[src/rtl/ru_wr_arbiter.sv]
// Two-requester arbiter for the register-file write port: A has priority, B is force-granted after starvation.
// Optional macro RU_ARB_FWD_EN adds a bypass view of the uncommitted output-stage write.
module ru_wr_arbiter #(
    parameter int STARVE_LIMIT = 4,
    parameter int CNT_W        = 4
) (
    input  logic        CLK,
    input  logic        RSTn,
    input  logic        a_valid,
    input  logic [4:0]  a_rd,
    input  logic [31:0] a_data,
    output logic        a_ready,
    input  logic        b_valid,
    input  logic [4:0]  b_rd,
    input  logic [31:0] b_data,
    output logic        b_ready,
    output logic [4:0]  rd,
    output logic [31:0] DataWr,
    output logic        RUWr,
    output logic        grant_b,
    output logic        starve_evt
`ifdef RU_ARB_FWD_EN
    ,
    input  logic [4:0]  fwd_rs1,
    input  logic [4:0]  fwd_rs2,
    output logic        fwd_hit1,
    output logic        fwd_hit2,
    output logic [31:0] fwd_data1,
    output logic [31:0] fwd_data2
`endif
);

    // Handshake: a port transfers on the rising CLK edge where valid && ready;
    // a requester holds rd/data stable while valid && !ready. Readiness depends
    // only on arbitration because the register file never stalls.

    localparam logic [CNT_W-1:0] LIMIT = CNT_W'(STARVE_LIMIT);

    logic [CNT_W-1:0] cnt_q, cnt_d;
    logic [4:0]       rd_q, rd_d;
    logic [31:0]      data_q, data_d;
    logic             we_q, we_d;
    logic             gb_q, gb_d;
    logic             se_q, se_d;

    logic force_b;
    logic a_xfer;
    logic b_xfer;

    assign force_b = b_valid && (cnt_q == LIMIT);

    always_comb begin
        a_ready = 1'b0;
        b_ready = 1'b0;
        if (force_b) begin
            b_ready = 1'b1;
        end else if (a_valid) begin
            a_ready = 1'b1;
        end else begin
            b_ready = b_valid;
        end
    end

    assign a_xfer = a_valid && a_ready;
    assign b_xfer = b_valid && b_ready;

    // Counter only runs while B is waiting; any B transfer or withdrawal restarts it.
    always_comb begin
        cnt_d = cnt_q;
        if (!b_valid || b_xfer) begin
            cnt_d = '0;
        end else if (cnt_q != LIMIT) begin
            cnt_d = cnt_q + CNT_W'(1);
        end
    end

    always_comb begin
        rd_d   = rd_q;
        data_d = data_q;
        gb_d   = gb_q;
        we_d   = 1'b0;
        if (b_xfer) begin
            rd_d   = b_rd;
            data_d = b_data;
            gb_d   = 1'b1;
            we_d   = (b_rd != 5'd0);
        end else if (a_xfer) begin
            rd_d   = a_rd;
            data_d = a_data;
            gb_d   = 1'b0;
            we_d   = (a_rd != 5'd0);
        end
        se_d = force_b;
    end

    always_ff @(posedge CLK or negedge RSTn) begin
        if (!RSTn) begin
            cnt_q  <= '0;
            rd_q   <= 5'd0;
            data_q <= 32'd0;
            we_q   <= 1'b0;
            gb_q   <= 1'b0;
            se_q   <= 1'b0;
        end else begin
            cnt_q  <= cnt_d;
            rd_q   <= rd_d;
            data_q <= data_d;
            we_q   <= we_d;
            gb_q   <= gb_d;
            se_q   <= se_d;
        end
    end

    assign rd         = rd_q;
    assign DataWr     = data_q;
    assign RUWr       = we_q;
    assign grant_b    = gb_q;
    assign starve_evt = se_q;

`ifdef RU_ARB_FWD_EN
    assign fwd_hit1  = we_q && (rd_q == fwd_rs1) && (rd_q != 5'd0);
    assign fwd_hit2  = we_q && (rd_q == fwd_rs2) && (rd_q != 5'd0);
    assign fwd_data1 = data_q;
    assign fwd_data2 = data_q;
`endif

endmodule

[config.mk]
export PLATFORM = sky130hd
export DESIGN_NAME = ru_wr_arbiter
export DESIGN_NICKNAME = d
export VERILOG_FILES = /design/src/rtl/ru_wr_arbiter.sv
export SDC_FILE = /design/constraint.sdc
export NUM_CORES = 1
export LEC_CHECK = 0
export CORE_ASPECT_RATIO = 1.5
export CORE_UTILIZATION = 36
export CTS_CLUSTER_DIAMETER = 50
export DETAILED_ROUTE_END_ITERATION = 10
export PLACE_DENSITY = 0.88
export SYNTH_ARGS = -nofsm -noshare
export SYNTH_HDL_FRONTEND = slang
export SYNTH_SLANG_ARGS = --single-unit
[constraint.sdc]
create_clock -name CLK -period 1.4 [get_ports CLK]
set_clock_uncertainty 0.05 [all_clocks]
set_input_delay 0.28 -clock CLK [delete_from_list [all_inputs] [get_ports CLK]]
set_output_delay 0.28 -clock CLK [all_outputs]
set_load 0.01 [all_outputs]
# Yosys cells after proc, flatten, opt, wreduce, memory -nomap -nowiden
# Cells that the tools add are included.
# op_classes
n_addsub	1
mul	0
n_div	0
magnitude_cmp	0
eq_ne	2
shift	0
muxes	14
bitwise	0
n_reduce_logical	9
# ops
operator	n
two-way mux 32 bit	2
two-way mux 5 bit	2
nonzero test 5 bit	2
two-way mux 1 bit	8
two-way mux 4 bit	2
adder 4 x 1 -> 4 bit (second input constant)	1
equality test 4 x 3 -> 1 bit (second input constant)	1
inequality test 4 x 3 -> 1 bit (second input constant)	1
nonzero test 2 bit	2
logical AND 1 bit	3
zero test 1 bit	1
logical OR 1 bit	1
# totals
ff_bits	44
latchBits	0
ramBits	0
rom_bits	0
output_inout_bits	42
wordCells	32
memories	0

# Depth between registers and ports, before layout
# logic_depth
ltp_word	6
depth_mapped	7

# Worst setup path after synthesis
# OpenSTA, ideal clock, no wires.
# synth_path
path_type	reg2out
startpoint	reg cnt_q[0]
endpoint	out b_ready
t_arrival_ps	1216
t_required_ps	1070
path_slack_ps	-146
stages_incl_launch_ff	7
path_cell_list	dfrtp_1 inv_1 ha_1 and3b_1 o21ai_2 buf_2 inv_1
# synth_via
elab_chain_cells	3
# synth_lines
item	line	text
from (decl)	39	logic [CNT_W-1:0] cnt_q, cnt_d;
from (signal assigned)	105	cnt_q <= cnt_d;
equality test 4 x 3 -> 1 bit	50	assign force_b = b_valid && (cnt_q == LIMIT);
logical AND 1 bit	50	
two-way mux 1 bit	55	if (force_b) begin
to (decl)	16	output logic b_ready,
# Every way passes these cells.

# Final worst setup path
# layout_path
startpoint	reg cnt_q[0]
endpoint	reg data_q[17], in the netlist DataWr[17]
# layout_via
elab_chain_cells	5
elab_cells_between_ends	8
# layout_lines
item	line	text
equality test 4 x 3 -> 1 bit *	50	
logical AND 1 bit *	50	
two-way mux 1 bit	55	
logical AND 1 bit (on tied branches)	65, 64	
two-way mux 32 bit / nonzero test 2 bit (equally long branches)	-	
to (signal assigned)	107	data_q <= data_d;
to (decl)	41	logic [31:0] data_q, data_d;
# Every way passes the cells marked *; elsewhere a longest branch is shown, timed or not.
# A chain may end at the register's enable or synchronous reset.

==> results.py <==
metrics = {
    "outcome": {
        "status": "complete, but fails checks",
        "violations": "negative setup slack",
    },
    "critical_path": {
        "crit_chain": "inv_2 > ha_4 > and3b_2 > o21ai_4 > buf_4 > buf_12 > clkbuf_16 > o221a_2",
        "startpoint": "cnt_q[0]",
        "cp_top_family": "buffers and inverters",
        "ff2ff_path_depth": 8,
        "endpoint": "DataWr[17]",
        "cpMaxStageDelayCell": "dfrtp_1",
        "rrSetupSlack_ns": -0.35,
        "cp.arrival_ns": 1.87,
        "path_class": "flop to flop",
        "cp_max_fo": 8,
        "critPathLaunchType": "flop",
        "r2r-start": "cnt_q[0]",
        "cp_data_required_time_ns": 1.53,
        "critPathMaxStageDelay_ns": 0.39,
        "r2r_end": "DataWr[17]",
        "path_depth": 8,
        "critical_path.endpoint_type": "flop",
        "path_buf_inv": 4,
    },
    "global_route": {
        "antenna_found_initial": 0,
        "grt.met3_usage_pct": 4.55,
        "grt.busiest_layer": "met2",
        "track_usage_pct": 21.7,
        "grt_pass1_wl_um": 11000,
        "grt-ovfl-total": 0,
        "grt_max_degree": 45,
        "grt_pass1_vias": 2300,
        "gr-usage-met2_pct": 39.8,
        "grt_util_met1_pct": 23.7,
    },
    "power_and_ir_drop": {
        "vdd_drop_max_v": 0.000494,
        "p_clk_share_pct": 24.8,
        "p_leak_nw": 1.89,
        "power_frac_seq_pct": 43.7,
        "powerDensity_mw_per_mm2": 809,
        "netSwitchingFraction_pct": 27.4,
        "combPwrFrac_pct": 31.5,
        "net-switching-power_mw": 0.908,
        "p_int_mw": 2.41,
    },
    "synth": {
        "synthArstFlopShare_pct": 100,
        "synth.net_count": 280,
        "yosys_warnings": 0,
        "ys.flop_type": "dfrtp_1",
        "synth_top_area_cell": "dfrtp_1",
        "synth.most_common_cell": "dfrtp_1",
        "synth_seq_cells": 44,
        "ys_top_cells_by_area": "dfrtp_1 (48%), mux2i_1 (16%), o221a_2 (13%), nand2_1 (6.0%), o221a_1 (4.9%)",
        "synthDistinctLibCells": 23,
        "synth_common_cells": "dfrtp_1 (44), mux2i_1 (37), nand2_1 (37), o221a_2 (27), o221a_1 (10)",
        "synth_edf_count": 0,
        "syn_area_mm2": 0.00231,
        "synth.avg_cell_area_um2": 11.5,
        "yosysTopAreaCellShare_pct": 47.7,
        "syn_inst": 200,
        "yosysSeqAreaShare_pct": 47.7,
    },
    "clock_tree": {
        "cts_buffers": 5,
        "insertion_delay_ns": 0.29,
        "clk_pin_slew_ns": 0.08,
        "cts-root-buf": "clkbuf_8",
        "cts_sinks": 44,
        "ctsHtreeMaxLevel": 2,
        "cts_tree": "built",
        "cts_max_path_buffers": 2,
    },
    "place": {
        "hpwl_um": 4720,
        "place_ws_ns": -0.499,
        "port_buffers": 119,
        "gp_congestion": 0.737,
    },
    "finish": {
        "layout-drive-gt1-share_pct": 23.9,
        "fill_cells": 472,
        "multi_input_area_mm2": 0.00124,
        "syn_to_final_growth_pct": 77.8,
        "antenna_cells": 0,
        "register_area_mm2": 0.00110,
        "nets": 426,
    },
    "min_path": {
        "min_path_type": "input pin to flop",
    },
    "sta": {
        "slew_viol_final": 0,
        "final-hold-violation-count": 0,
        "clock.fmax_mhz": 573,
        "setup_viol": 41,
        "fin_ws_ns": -0.346,
        "fin_crit_ns": 1.75,
        "tightest_slew_ns": 0.421,
        "rsz0062_at_grt": "yes",
        "slew_headroom_pct": 71.9,
        "period_share_pct": 125,
        "finalSetupTns_ns": -12.19,
    },
    "detailed_routing": {
        "ant_nets": 0,
        "drt-total-wl_um": 7730,
        "drt_first_iter_violations": 151,
        "via_per_inst": 5.26,
        "routed-via-count": 2216,
        "drc_errors": 0,
        "dr.pass1.iters": 4,
        "post_drt_wl_per_cell_um": 18.4,
    },
    "die": {
        "rows": 35,
        "die_area_mm2": 0.00674,
        "die_y_um": 100,
        "start_util_pct": 37.4,
        "io_pins": 120,
        "die_w_um": 67.4,
        "coreArea_mm2": 0.00617,
    },
    "flow_run": {
        "cap_violations": 0,
    },
}
[layout by cell type, fill, tap and decap left out, types with 3 or more instances in the layout]
cell / n
o221a_1: 10
nor2_2: 4
o221a_4: 13
buf_2: 4
clkbuf_16: 4
o221a_2: 14
dfrtp_1: 44
buf_6: 3
nor2_1: 5
nand2_1: 37
buf_4: 21
dlygate4sd2_1: 40
clkbuf_8: 6
clkdlybuf4s50_1: 75
buf_12: 4
mux2i_1: 37
inv_1: 3
[through the flow]
step,std cells,area (µm²),utilization [%],total power [mW],hold slack [ns]
6_report,421,4100,66.5,3.32,0.394
5_1_grt,421,4100,66.5,3.48,0.408
4_1_cts,413,3810,61.7,3.24,0.395
3_5_place_dp,399,3670,59.5,2.46,0.231
3_3_place_gp,399,3670,59.5,2.43,0.228
2_1_floorplan,200,2330,-,1.87,-0.0656
[worst min-delay path, cell delays in order]
cell,delay [ns]
buf_2,0.09
inv_1,0.12
a21oi_1,0.16
nor2_1,0.05
[final cells by class]
type	count	area share (%)
clock buffers	8	2.20
inverters	5	0.457
multi-input cells	135	30.2
flip-flops and latches	44	26.8
well taps	74	2.26
repair buffers	155	38.0
[registers in the layout, indices dropped and copies added, names as in the netlist]
signal	count
RUWr	1
starve_evt	1
rd	5
DataWr	32
grant_b	1
cnt_q	4
[timing repair]
action / 4_1_cts / 5_1_grt
setup buffers: 4 / 2
setup endpoints to repair: 80 / 43
hold buffers: 1 / 0
gates resized for setup: 59 / 25
endpoints found under the hold margin: 44 / 0
gates cloned: 1 / 6
pin swaps: 3 / 7
[power groups by stage]
stage	logic, mW	clock network [mW]	registers, mW
floorplan	0.344	0	1.53
global placement	0.962	0	1.47
detailed placement	0.989	0	1.48
CTS	0.936	0.852	1.45
global route	1.12	0.896	1.47
finish	1.04	0.824	1.45
[layer usage]
layer	share of wire, %	up-vias
li1	-	1045
met1	39	1068
met2	54	89
met3	5.5	14
met4	1.9	0
met5	0	-
[logic make-up (layout without fill, tap and decap cells)]
group	after synthesis	count (layout)	synth area share, %
AO/OA/AOI/OAI	40	40	19.0
XOR/XNOR	2	2	0.759
adder cells (fa/ha/maj)	2	2	1.08
buffers and inverters	21	168	5.58
flip-flops	44	44	47.7
multiplexers	37	37	16.0
AND/OR/NAND/NOR	54	54	9.81
[worst min-delay path by stage]
stage	start	end	slack, ns	depth (start not counted)
after floorplan	RSTn	DataWr[0]	-0.07	0
final	a_valid	grant_b	0.39	4
after CTS	a_valid	grant_b	0.40	4
after detailed placement	RSTn	DataWr[0]	0.23	2
after global routing	a_valid	RUWr	0.41	3
after global placement	RSTn	DataWr[1]	0.23	2
(Power assumes the default switching activity.)
